`src/rtl/pc_counter_unit.sv`:
```
// Hack-style PC/status storage: 1-bit load register, 16-bit clear/load/increment
// counter, and an exposed combinational +1 incrementer.
//
// Ports:
//   clock, reset      - rising-edge clock, async active-high clear of all state
//   bit_in, bit_load  - bit register data / write enable -> bit_out
//   in, clear, load,
//   increment         - counter load value and controls (clear > load > inc)
//   out               - counter contents
//   inc_a -> inc_sum  - combinational inc_a + 1, wrapping

module pc_counter_inc #(
  parameter int WIDTH = 16
) (
  input  logic [WIDTH-1:0] a_i,
  output logic [WIDTH-1:0] sum_o
);

  // Ripple half-adder chain with an implicit carry-in of 1.
  // The final carry-out is dropped, so only WIDTH-1 carries exist.
  logic [WIDTH-2:0] carry;

  assign sum_o[0] = ~a_i[0];
  assign carry[0] = a_i[0];

  for (genvar i = 1; i < WIDTH; i++) begin : g_ha
    assign sum_o[i] = a_i[i] ^ carry[i-1];
    if (i < WIDTH - 1) begin : g_c
      assign carry[i] = a_i[i] & carry[i-1];
    end
  end

endmodule

module pc_counter_unit #(
  parameter int WIDTH = 16
) (
  input  logic             clock,
  input  logic             reset,
  input  logic             bit_in,
  input  logic             bit_load,
  output logic             bit_out,
  input  logic [WIDTH-1:0] in,
  input  logic             clear,
  input  logic             load,
  input  logic             increment,
  output logic [WIDTH-1:0] out,
  input  logic [WIDTH-1:0] inc_a,
  output logic [WIDTH-1:0] inc_sum
);

  logic             bit_q;
  logic             bit_d;
  logic [WIDTH-1:0] cnt_q;
  logic [WIDTH-1:0] cnt_d;
  logic [WIDTH-1:0] cnt_inc;
  logic [WIDTH-1:0] inc_mux;
  logic [WIDTH-1:0] load_mux;

  pc_counter_inc #(.WIDTH(WIDTH)) u_inc_ext (
    .a_i   (inc_a),
    .sum_o (inc_sum)
  );

  pc_counter_inc #(.WIDTH(WIDTH)) u_inc_cnt (
    .a_i   (cnt_q),
    .sum_o (cnt_inc)
  );

  // Clear is the outermost mux so it wins over load and increment;
  // unselected inputs never reach the register.
  assign inc_mux  = increment ? cnt_inc : cnt_q;
  assign load_mux = load ? in : inc_mux;
  assign cnt_d    = clear ? '0 : load_mux;

  assign bit_d = bit_load ? bit_in : bit_q;

  always_ff @(posedge clock or posedge reset) begin
    if (reset) begin
      cnt_q <= '0;
      bit_q <= 1'b0;
    end else begin
      cnt_q <= cnt_d;
      bit_q <= bit_d;
    end
  end

  assign out     = cnt_q;
  assign bit_out = bit_q;

endmodule

```
`config.mk`:
```
export PLATFORM = sky130hd
export DESIGN_NAME = pc_counter_unit
export DESIGN_NICKNAME = d
export VERILOG_FILES = /design/src/rtl/pc_counter_unit.sv
export SDC_FILE = /design/constraint.sdc
export NUM_CORES = 1
export LEC_CHECK = 0
export BUFFER_PORTS_ARGS = -buffer_cell sky130_fd_sc_hd__buf_2
export CORE_UTILIZATION = 25
export DETAILED_ROUTE_END_ITERATION = 7
export SLEW_MARGIN = 5
export SYNTH_ARGS = -nofsm -noshare
export SYNTH_HDL_FRONTEND = slang
export SYNTH_SLANG_ARGS = --single-unit
```
`constraint.sdc`:
```
create_clock -name clock -period 4.8 [get_ports clock]
set_clock_uncertainty 0.1 [all_clocks]
set_input_delay 0.24 -clock clock [delete_from_list [all_inputs] [get_ports clock]]
set_output_delay 0.24 -clock clock [all_outputs]
set_load 0.05 [all_outputs]
```
==> flow_summary.yaml, run 1 <==
yosys:
  ys_ff_latch: 17
  synth_cell_type_count: 17
  syn_area_um2: 1262
  synthCells: 105
  synth-seq-area-share_pct: 33.70
  synth_nets: 172
  syn_area_per_cell_um2: 12.02
  yosys_warnings: 0
die:
  die_area_um2: 5338
  die_y_um: 73.06
  die_w_um: 73.06
  io-pin-count: 72
  core_area_um2: 4786
  initial_utilization_pct: 26.38
  row_count: 25
sta:
  worst-slew-pin-transition_ns: 0.6830
  period_minus_slack_ns: 3.623
  setup_ws_ns: 1.177
  setup_tns_ns: 0
  rsz0062_at_grt: "false"
  hold_viol: 17
  max_freq_ghz: 0.2760
  period_share_pct: 75.48
  setup_violations: 0
  relSlewSlack_pct: 54.42
  worst_hold_slack_ns: -0.01816
  finalMaxSlewViolations: 0
placement:
  dpl_worst_slack_ns: 1.158
  routabilityCongestion: 0.7091
  io_buffer_count: 71
  hpwl_mm: 2.315
global_routing:
  grt_max_degree: 20
  overflow: 0
  antenna_found_initial: 0
  grt_usage_pct: 11.39
  grt_pass1_wl_mm: 4.719
  grt_pass1_vias: 1017
drt:
  drtAntennaViolNets: 0
  wire_per_inst_um: 11.87
  dr.pass1.iters: 2
  vias_per_cell: 4.299
  drt-initial-drc-count: 32
  wl_mm: 2.860
  drc: 0
  vias: 1036
layout:
  num_antenna_cells: 0
  area_growth_pct: 34.19
  drive_gt1_share_pct: 45.40
  final_nets: 242
clock_network:
  cts_buffer_depth: 2
  h-tree-depth: 1
  clkTransAtPathRegs_ns: 0.07
  cts_hold_buf: 0
  ctsResizeCount: 0
  post_cts_buffers: 0
  cts_tree: "built"
  clk-insertion-delay-late_ns: 0.25
  cts_sinks: 17
  cts_buffers: 3
  clockRootBuffer: "clkbuf_8"
critical_path:
  cp_max_fo: 2
  path_common_cell: "ha_1"
  worstPathRequired_ns: 4.46
  critical_path_class: "primary input to output pin"
  reg2reg_to: "out[15]$_DFFE_PP0P_"
  worst_ep_arrival_time_ns: 3.28
  crit_family: "adder cells"
  timing.critical_path.cells: "buf_2, ha_1, ha_1, ha_1, ha_1, ha_1, ha_1, ha_1, ha_1, ha_1, ha_1, ha_1, ha_1, ha_1, ha_1, xor2_1, buf_2"
  reg2reg_from: "out[0]$_DFFE_PP0P_"
  rr_worst_depth: 16
  reg2reg_slack_ns: 1.19
  cp_num_buf_inv: 2
  crit_cells: 17
  worstSetupEndpointType: "output pin"
  max_stage_delay_ns: 0.28
  cp-start-kind: "primary input"
  slowest_stage: "buf_2"
run:
  maxCapViolations: 0
run_status:
  violations: "hold timing"
  outcome: "finished with violations"
power:
  leakagePower_nw: 0.9762
  powerDensity_nw_per_um2: 249.0
  irDropWorstVdd_mv: 0.1083
  finalPower_mw: 0.4218
hold_path:
  holdCritPathClass: "primary input to asynchronous set/reset pin"
[Yosys cell counts]
master / instances / area share [%]
buf_12: 1 / 1.6
dfrtp_1: 17 / 34
and4b_2: 1 / 0.89
ha_1: 28 / 28
xor2_1: 1 / 0.69
a211oi_1: 14 / 8.3
buf_4: 1 / 0.59
inv_1: 4 / 1.2
mux2i_1: 14 / 11
buf_2: 2 / 0.79
nor2b_1: 15 / 7.4
xnor2_1: 1 / 0.69
a2111oi_2: 1 / 1.2
a211oi_2: 2 / 2.0
mux2_2: 1 / 0.89
clkbuf_1: 1 / 0.30
buf_6: 1 / 0.89
[power by group]
group / leakage (nW) / switching (mW) / internal [mW] / total (mW)
sequential: 0.219 / 0.00888 / 0.154 / 0.163
combinational: 0.734 / 0.107 / 0.0446 / 0.152
clock: 0.0228 / 0.0483 / 0.0588 / 0.107
total: 0.976 / 0.164 / 0.257 / 0.422
[sequential cells by signal (all words and copies together) (netlist names)]
signal and count:
out 16, bit_out 1
[cells by family after synthesis]
kind of cell | count (synthesis) | share of synthesized area (%)
and+or+nand+nor | 16 | 8.325
DFF | 17 | 33.70
adders and majority gates | 28 | 27.75
muxes | 15 | 11.99
AOI/OAI and AO/OA | 17 | 11.50
buffers and inverters | 10 | 5.351
xor gates and xnor gates | 2 | 1.388
[metal layers]
metal	GRT usage, %	up-vias	wire length [µm]
met3	1.796	2	92
met2	19.96	29	1457
met1	14.59	477	1291
met5	0	-	0
li1	-	528	-
met4	2.614	0	20
[metrics by stage]
stage | hold slack (ns) | cells | utilization, % | instance area [µm²]
after global routing | 0.05160 | 241 | 35.40 | 1694
after floorplan | 0.06607 | 105 | - | 1262
after detailed placement | 0.2847 | 237 | 34.46 | 1649
after CTS | 0.007140 | 241 | 35.40 | 1694
after global placement | 0.2716 | 237 | 34.46 | 1649
final | -0.01816 | 241 | 35.40 | 1694
[worst max-delay path by stage]
stage                             from                  end  slack (ns)
floorplan           out[0]$_DFFE_PP0P_  out[15]$_DFFE_PP0P_        1.03
global placement              inc_a[0]          inc_sum[15]        1.23
detailed placement            inc_a[0]          inc_sum[15]        1.16
CTS                           inc_a[0]          inc_sum[15]        1.15
global route        out[0]$_DFFE_PP0P_  out[15]$_DFFE_PP0P_        0.96
finish                        inc_a[0]          inc_sum[15]        1.18
[area by class of cell]
cell class | count | area, µm²
clock buffers | 4 | 45.04
fillers | 500 | 3092
inverters | 4 | 15.01
multi-input cells | 78 | 769.5
flip-flops and latches | 17 | 425.4
well taps | 67 | 83.83
repair buffers | 71 | 355.3
[placed cells by master (no fill, tap or decap)]
cell type	netlist	final
dfrtp_1	17	17
clkbuf_8	0	3
a211oi_1	14	14
mux2_2	1	1
and4b_2	1	1
nor2b_1	15	15
buf_2	2	71
xor2_1	1	1
ha_1	28	28
inv_1	4	4
xnor2_1	1	1
clkbuf_1	1	1
mux2i_1	14	14
a2111oi_2	1	1
a211oi_2	2	2
[worst reg2reg max path: stages (launching register included)]
cell       delay (ns)
dfrtp_1          0.40
ha_1             0.21
ha_1             0.18
ha_1             0.18
ha_1             0.18
ha_1             0.17
ha_1             0.18
ha_1             0.17
ha_1             0.18
ha_1             0.18
ha_1             0.18
ha_1             0.18
ha_1             0.17
ha_1             0.17
ha_1             0.19
and4b_2          0.22
a2111oi_2        0.26
No activity file was read; power rests on OpenSTA's default activity.
==> inputs of run 2 (changes only) <==
- clock period: 4.8 -> 3.1 ns (I/O delays scaled with it)
==> run 2 against run 1 <==
Critical endpoint is now out[15]$_DFFE_PP0P_. Highest routed layer unchanged. Routed wire length increased by 11%. The run ends with setup timing left. Register-to-register slack got worse by 1.3 ns. Hold slack improved by 0.051 ns. Sequential power increased by 58%. Clock-buffer cell count decreased by 1. Cell count increased by 1.2%. Die area unchanged. Utilization increased by 9.1 points.
==> flow_summary.yaml, run 2 (synthesis gave the netlist of run 1 again) <==
run_status:
  outcome: "finished with violations"
  violations: "setup timing"
layout:
  finalNonFillerCells: 244
  post-route-cell-area_um2: 2128
  largest_reg_flops: 16
  utilization_pct: 44.47
  area_growth_pct: 68.58
  final_nets: 245
  regArea_um2: 427.9
  drive_gt1_share_pct: 64.41
  nFillCells: 449
  multiInputGateArea_um2: 1156
  num_antenna_cells: 0
  layout_commonest_cell: "buf_2"
  final_cell_mix: "68 x buf_2, 28 x ha_4, 15 x nor2b_1, 15 x dfrtp_1, 14 x mux2i_1"
global_routing:
  grt_usage_pct: 12.12
  grt_pass1_wl_mm: 5.002
  overflow: 0
  antenna_found_initial: 0
  grt_pass1_vias: 1156
  grt_max_degree: 20
clock_network:
  cts_tree: "built"
  cts_sinks: 17
  h-tree-depth: 1
  clk-insertion-delay-late_ns: 0.25
  post_cts_buffers: 0
  cts_buffer_depth: 2
  clockRootBuffer: "clkbuf_8"
  cts_buffers: 3
  clkTransAtPathRegs_ns: 0.07
sta:
  period_share_pct: 103.3
  worst-slew-pin-transition_ns: 0.6884
  rsz0062_at_grt: "true"
  finalMaxSlewViolations: 0
  worst_hold_slack_ns: 0.03260
  setup_ws_ns: -0.1029
  setup_violations: 2
  hold_viol: 0
  max_freq_ghz: 0.3122
  relSlewSlack_pct: 54.06
  period_minus_slack_ns: 3.203
critical_path:
  crit_end: "out[15]$_DFFE_PP0P_"
  worst_ep_arrival_time_ns: 3.26
  reg2reg_slack_ns: -0.10
  cp-start-kind: "register"
  cp_max_fo: 2
  worstPathRequired_ns: 3.16
  rr_worst_depth: 16
  reg2reg_from: "out[0]$_DFFE_PP0P_"
  critical_path_class: "register to register"
  startpoint: "out[0]$_DFFE_PP0P_"
  reg2reg_to: "out[15]$_DFFE_PP0P_"
  worstSetupEndpointType: "register"
die:
  row_count: 25
  core_area_um2: 4786
  initial_utilization_pct: 26.38
  io-pin-count: 72
  die_area_um2: 5338
  die_y_um: 73.06
  die_w_um: 73.06
placement:
  placed_area_um2: 1926
  routabilityCongestion: 0.7099
  dp.cells: 239
  io_buffer_count: 71
  dpl_worst_slack_ns: -0.2359
  hpwl_mm: 2.391
drt:
  vias: 1095
  drtAntennaViolNets: 0
  vias_per_cell: 4.488
  drc: 0
  wl_mm: 3.162
  drt-initial-drc-count: 16
  dr.pass1.iters: 3
  wire_per_inst_um: 12.96
power:
  irDropWorstVdd_mv: 0.1685
  combPwrFrac_pct: 38.2
  p_sw_mw: 0.2784
  leakagePower_nw: 0.9604
  clkPwrFrac_pct: 24.6
  intPower_mw: 0.4150
  swShare_pct: 40.15
  powerDensity_nw_per_um2: 325.8
  seq_power_share_pct: 37.2
hold_path:
  holdCritPathClass: "primary input to register"
run:
  maxCapViolations: 0
## run 2: cell types whose count changed in the layout (fill, tap and decap cells not counted), sizes merged
cell,delta
buf,+2
dlygate4sd3,+1
clkinv,+1
clkbuf,-1
## run 2: layer usage
layer	routed length, µm	GRT usage, %
met1	1330	14.08
met2	1674	22.63
met3	134	2.072
met4	23	3.268
met5	0	0
## run 2: how the worst min path moves through the flow
stage	from	end	slack, ns	depth (start not counted)
4_1_cts	bit_in	bit_out$_DFFE_PP0P_	0.03	2
2_1_floorplan	reset	bit_out$_DFFE_PP0P_	-0.02	1
3_5_place_dp	reset	out[2]$_DFFE_PP0P_	0.20	2
6_report	bit_in	bit_out$_DFFE_PP0P_	0.03	2
3_3_place_gp	reset	bit_out$_DFFE_PP0P_	0.17	2
5_1_grt	bit_in	bit_out$_DFFE_PP0P_	0.03	2
## run 2: power groups by stage
stage | logic [mW] | clock network (mW) | registers, mW
2_1_floorplan | 0.135 | 0 | 0.320
3_3_place_gp | 0.245 | 0 | 0.262
3_5_place_dp | 0.251 | 0 | 0.262
4_1_cts | 0.261 | 0.177 | 0.259
5_1_grt | 0.285 | 0.189 | 0.261
6_report | 0.265 | 0.171 | 0.258
## run 2: critical path: stages, from the launching register on
cell,delay (ns)
dfrtp_2,0.43
ha_4,0.17
ha_4,0.15
ha_4,0.15
ha_4,0.16
ha_4,0.16
ha_4,0.15
ha_4,0.15
ha_4,0.15
ha_4,0.15
ha_4,0.15
ha_4,0.15
ha_4,0.15
ha_4,0.15
ha_4,0.15
and4b_2,0.23
a2111oi_4,0.17
## run 2: per-stage QoR
stage               total power [mW]  TNS, ns
global placement              0.5063  -0.3781
detailed placement            0.5138  -0.6262
finish                        0.6934  -0.1526
CTS                           0.6976  -0.2732
floorplan                     0.4546  -0.2932
global route                  0.7355  -0.3742
## run 2: what timing repair did
action,4_1_cts,5_1_grt
pin swaps,4,13
setup endpoints to repair,5,6
resized for setup,15,10
hold endpoints to repair,17,0
cloned,0,0
hold buffers,1,0
## run 2: final cells by class
class                      instances  share of cell area [%]
timing repair buffer              74                   18.75
sequential                        17                   20.11
clock buffer                       3                   1.940
tap                               67                   3.939
inverter                           4                  0.7055
multi-input combinational         78                   54.32
clock inverter                     1                  0.2352
==> inputs of run 3 (changes only) <==
- CORE_UTILIZATION: 25 -> 40
- HOLD_SLACK_MARGIN: unset -> 0.02
- PLACE_DENSITY: unset -> 0.77
==> run 3 against run 2 <==
Hold slack better by 0.0011 ns. Register-to-register slack hardly changed. Combinational power is 3% higher. Design area down 0.23%. Critical path depth did not move. Routed wire length down 0.38%. First-iteration DRC count increased to 2.8 times the previous value. Total power shrank 5.2%. The run still ends with setup timing left. Sequential share of layout area barely moved. Non-clock buffer count increased by 5. Sequential power about the same.
==> flow_summary.yaml, run 3 (synthesis gave the netlist of run 1 again) <==
layout:
  layout_commonest_cell: "buf_2"
  nFillCells: 231
  final_nets: 250
  area_growth_pct: 68.19
  drive_gt1_share_pct: 63.74
  num_antenna_cells: 0
  final_cell_mix: "69 x buf_2, 28 x ha_4, 15 x nor2b_1, 15 x dfrtp_1, 14 x mux2i_1"
  largest_reg_flops: 16
  utilization_pct: 70.12
global_routing:
  antenna_found_initial: 0
  grt_max_degree: 20
  grt_usage_pct: 20.21
  grt_pass1_vias: 1154
  overflow: 0
  grt_pass1_wl_mm: 5.257
sta:
  setup_violations: 2
  max_freq_ghz: 0.3112
  rsz0062_at_grt: "true"
  period_share_pct: 103.6
  period_minus_slack_ns: 3.213
  finalMaxSlewViolations: 0
  hold_viol: 0
  worst-slew-pin-transition_ns: 0.6665
  relSlewSlack_pct: 55.51
  worst_hold_slack_ns: 0.03365
  setup_ws_ns: -0.1130
critical_path:
  crit_family: "adder cells"
  cp_num_buf_inv: 0
  max_stage_delay_ns: 0.44
  cp-start-kind: "register"
  path_common_cell: "ha_4"
  cp_max_fo: 2
  worst_ep_arrival_time_ns: 3.32
  reg2reg_from: "out[1]$_DFFE_PP0P_"
  worstSetupEndpointType: "register"
  startpoint: "out[1]$_DFFE_PP0P_"
  slowest_stage: "dfrtp_2"
  worstPathRequired_ns: 3.21
  timing.critical_path.cells: "ha_4, ha_4, ha_4, ha_4, ha_4, ha_4, ha_4, ha_4, ha_4, ha_4, ha_4, ha_4, ha_4, ha_4, and4b_2, a2111oi_4"
  critical_path_class: "register to register"
drt:
  wire_per_inst_um: 13.94
  vias: 1116
  dr.pass1.iters: 4
  drtAntennaViolNets: 0
  drc: 0
  vias_per_cell: 4.938
  wl_mm: 3.150
  drt-initial-drc-count: 44
power:
  leakagePower_nw: 0.9740
  powerDensity_nw_per_um2: 309.5
  irDropWorstVdd_mv: 0.2164
  finalPower_mw: 0.6572
clock_network:
  cts_sinks: 17
  h-tree-depth: 1
  clk-insertion-delay-late_ns: 0.30
  cts_buffers: 3
  clockRootBuffer: "clkbuf_4"
  cts_tree: "built"
  cts_buffer_depth: 2
  clkTransAtPathRegs_ns: 0.11
hold_path:
  hold_start: "in[1]"
  holdCritPathClass: "primary input to register"
placement:
  io_buffer_count: 71
  hpwl_mm: 2.251
  routabilityCongestion: 0.6591
die:
  die_area_um2: 3385
  initial_utilization_pct: 41.69
  io-pin-count: 72
  die_w_um: 58.18
  row_count: 20
  die_y_um: 58.18
  core_area_um2: 3028
run:
  maxCapViolations: 0
run_status:
  violations: "setup timing"
  outcome: "finished with violations"
run 3: cell count changes in the layout (fill, tap and decap cells not counted):
cell	before	now
buf_2	68	69
clkbuf_8	3	0
buf_4	3	4
clkbuf_4	0	3
dlygate4sd3_1	1	4
run 3: worst paths after layout:
check | end | depth (start not counted) | slack, ns
min reg2reg | out[14]$_DFFE_PP0P_ | 2 | 0.59
max | out[15]$_DFFE_PP0P_ | 16 | -0.11
max in group asynchronous | out[1]$_DFFE_PP0P_ | 3 | 2.04
max reg2reg | out[15]$_DFFE_PP0P_ | 16 | -0.11
min in group asynchronous | out[12]$_DFFE_PP0P_ | 3 | 0.40
min | out[1]$_DFFE_PP0P_ | 3 | 0.03
run 3: what timing repair did:
action / in CTS / in global routing
pin swaps: 4 / 2
hold buffers: 4 / 0
gates resized for setup: 12 / 12
endpoints found under the hold margin: 19 / 0
buffers inserted: 0 / 2
endpoints found under the setup margin: 6 / 5
run 3: worst min-delay path, stage by stage:
cell and delay, ns:
buf_2 0.09, nor2b_1 0.09, a211oi_1 0.06
run 3: metrics by stage:
stage	setup TNS (ns)	setup slack [ns]	cells	area, µm²
CTS	-0.2880	-0.1482	224	2021
global placement	-0.3463	-0.1543	216	1897
finish	-0.1716	-0.1130	226	2123
floorplan	-0.2932	-0.1722	105	1524
global route	-0.4258	-0.2039	226	2123
detailed placement	-0.5687	-0.2172	216	1897
run 3: metal layers:
metal | part of all wire, % | up-vias | wire length [µm] | track usage (%)
li1 | - | 539 | - | -
met1 | 42 | 539 | 1319 | 25.49
met2 | 54 | 36 | 1693 | 36.45
met3 | 3.9 | 2 | 123 | 3.571
met4 | 0.41 | 0 | 13 | 3.401
met5 | 0 | - | 0 | 0
run 3: report_power, final:
| group | switching (mW) | internal, mW | leakage, nW |
|---|---|---|---|
| Combinational | 0.179 | 0.0936 | 0.740 |
| Sequential | 0.0208 | 0.238 | 0.216 |
| Clock | 0.0770 | 0.0481 | 0.0177 |
| Total | 0.277 | 0.380 | 0.974 |
run 3: layout make-up:
type	instances	area (µm²)	share of cell area, %
timing repair buffer	79	441.7	20.80
sequential	17	427.9	20.15
clock inverter	1	5.005	0.2357
multi-input combinational	78	1156	54.45
inverter	4	15.01	0.7071
tap	44	55.05	2.593
clock buffer	3	22.52	1.061
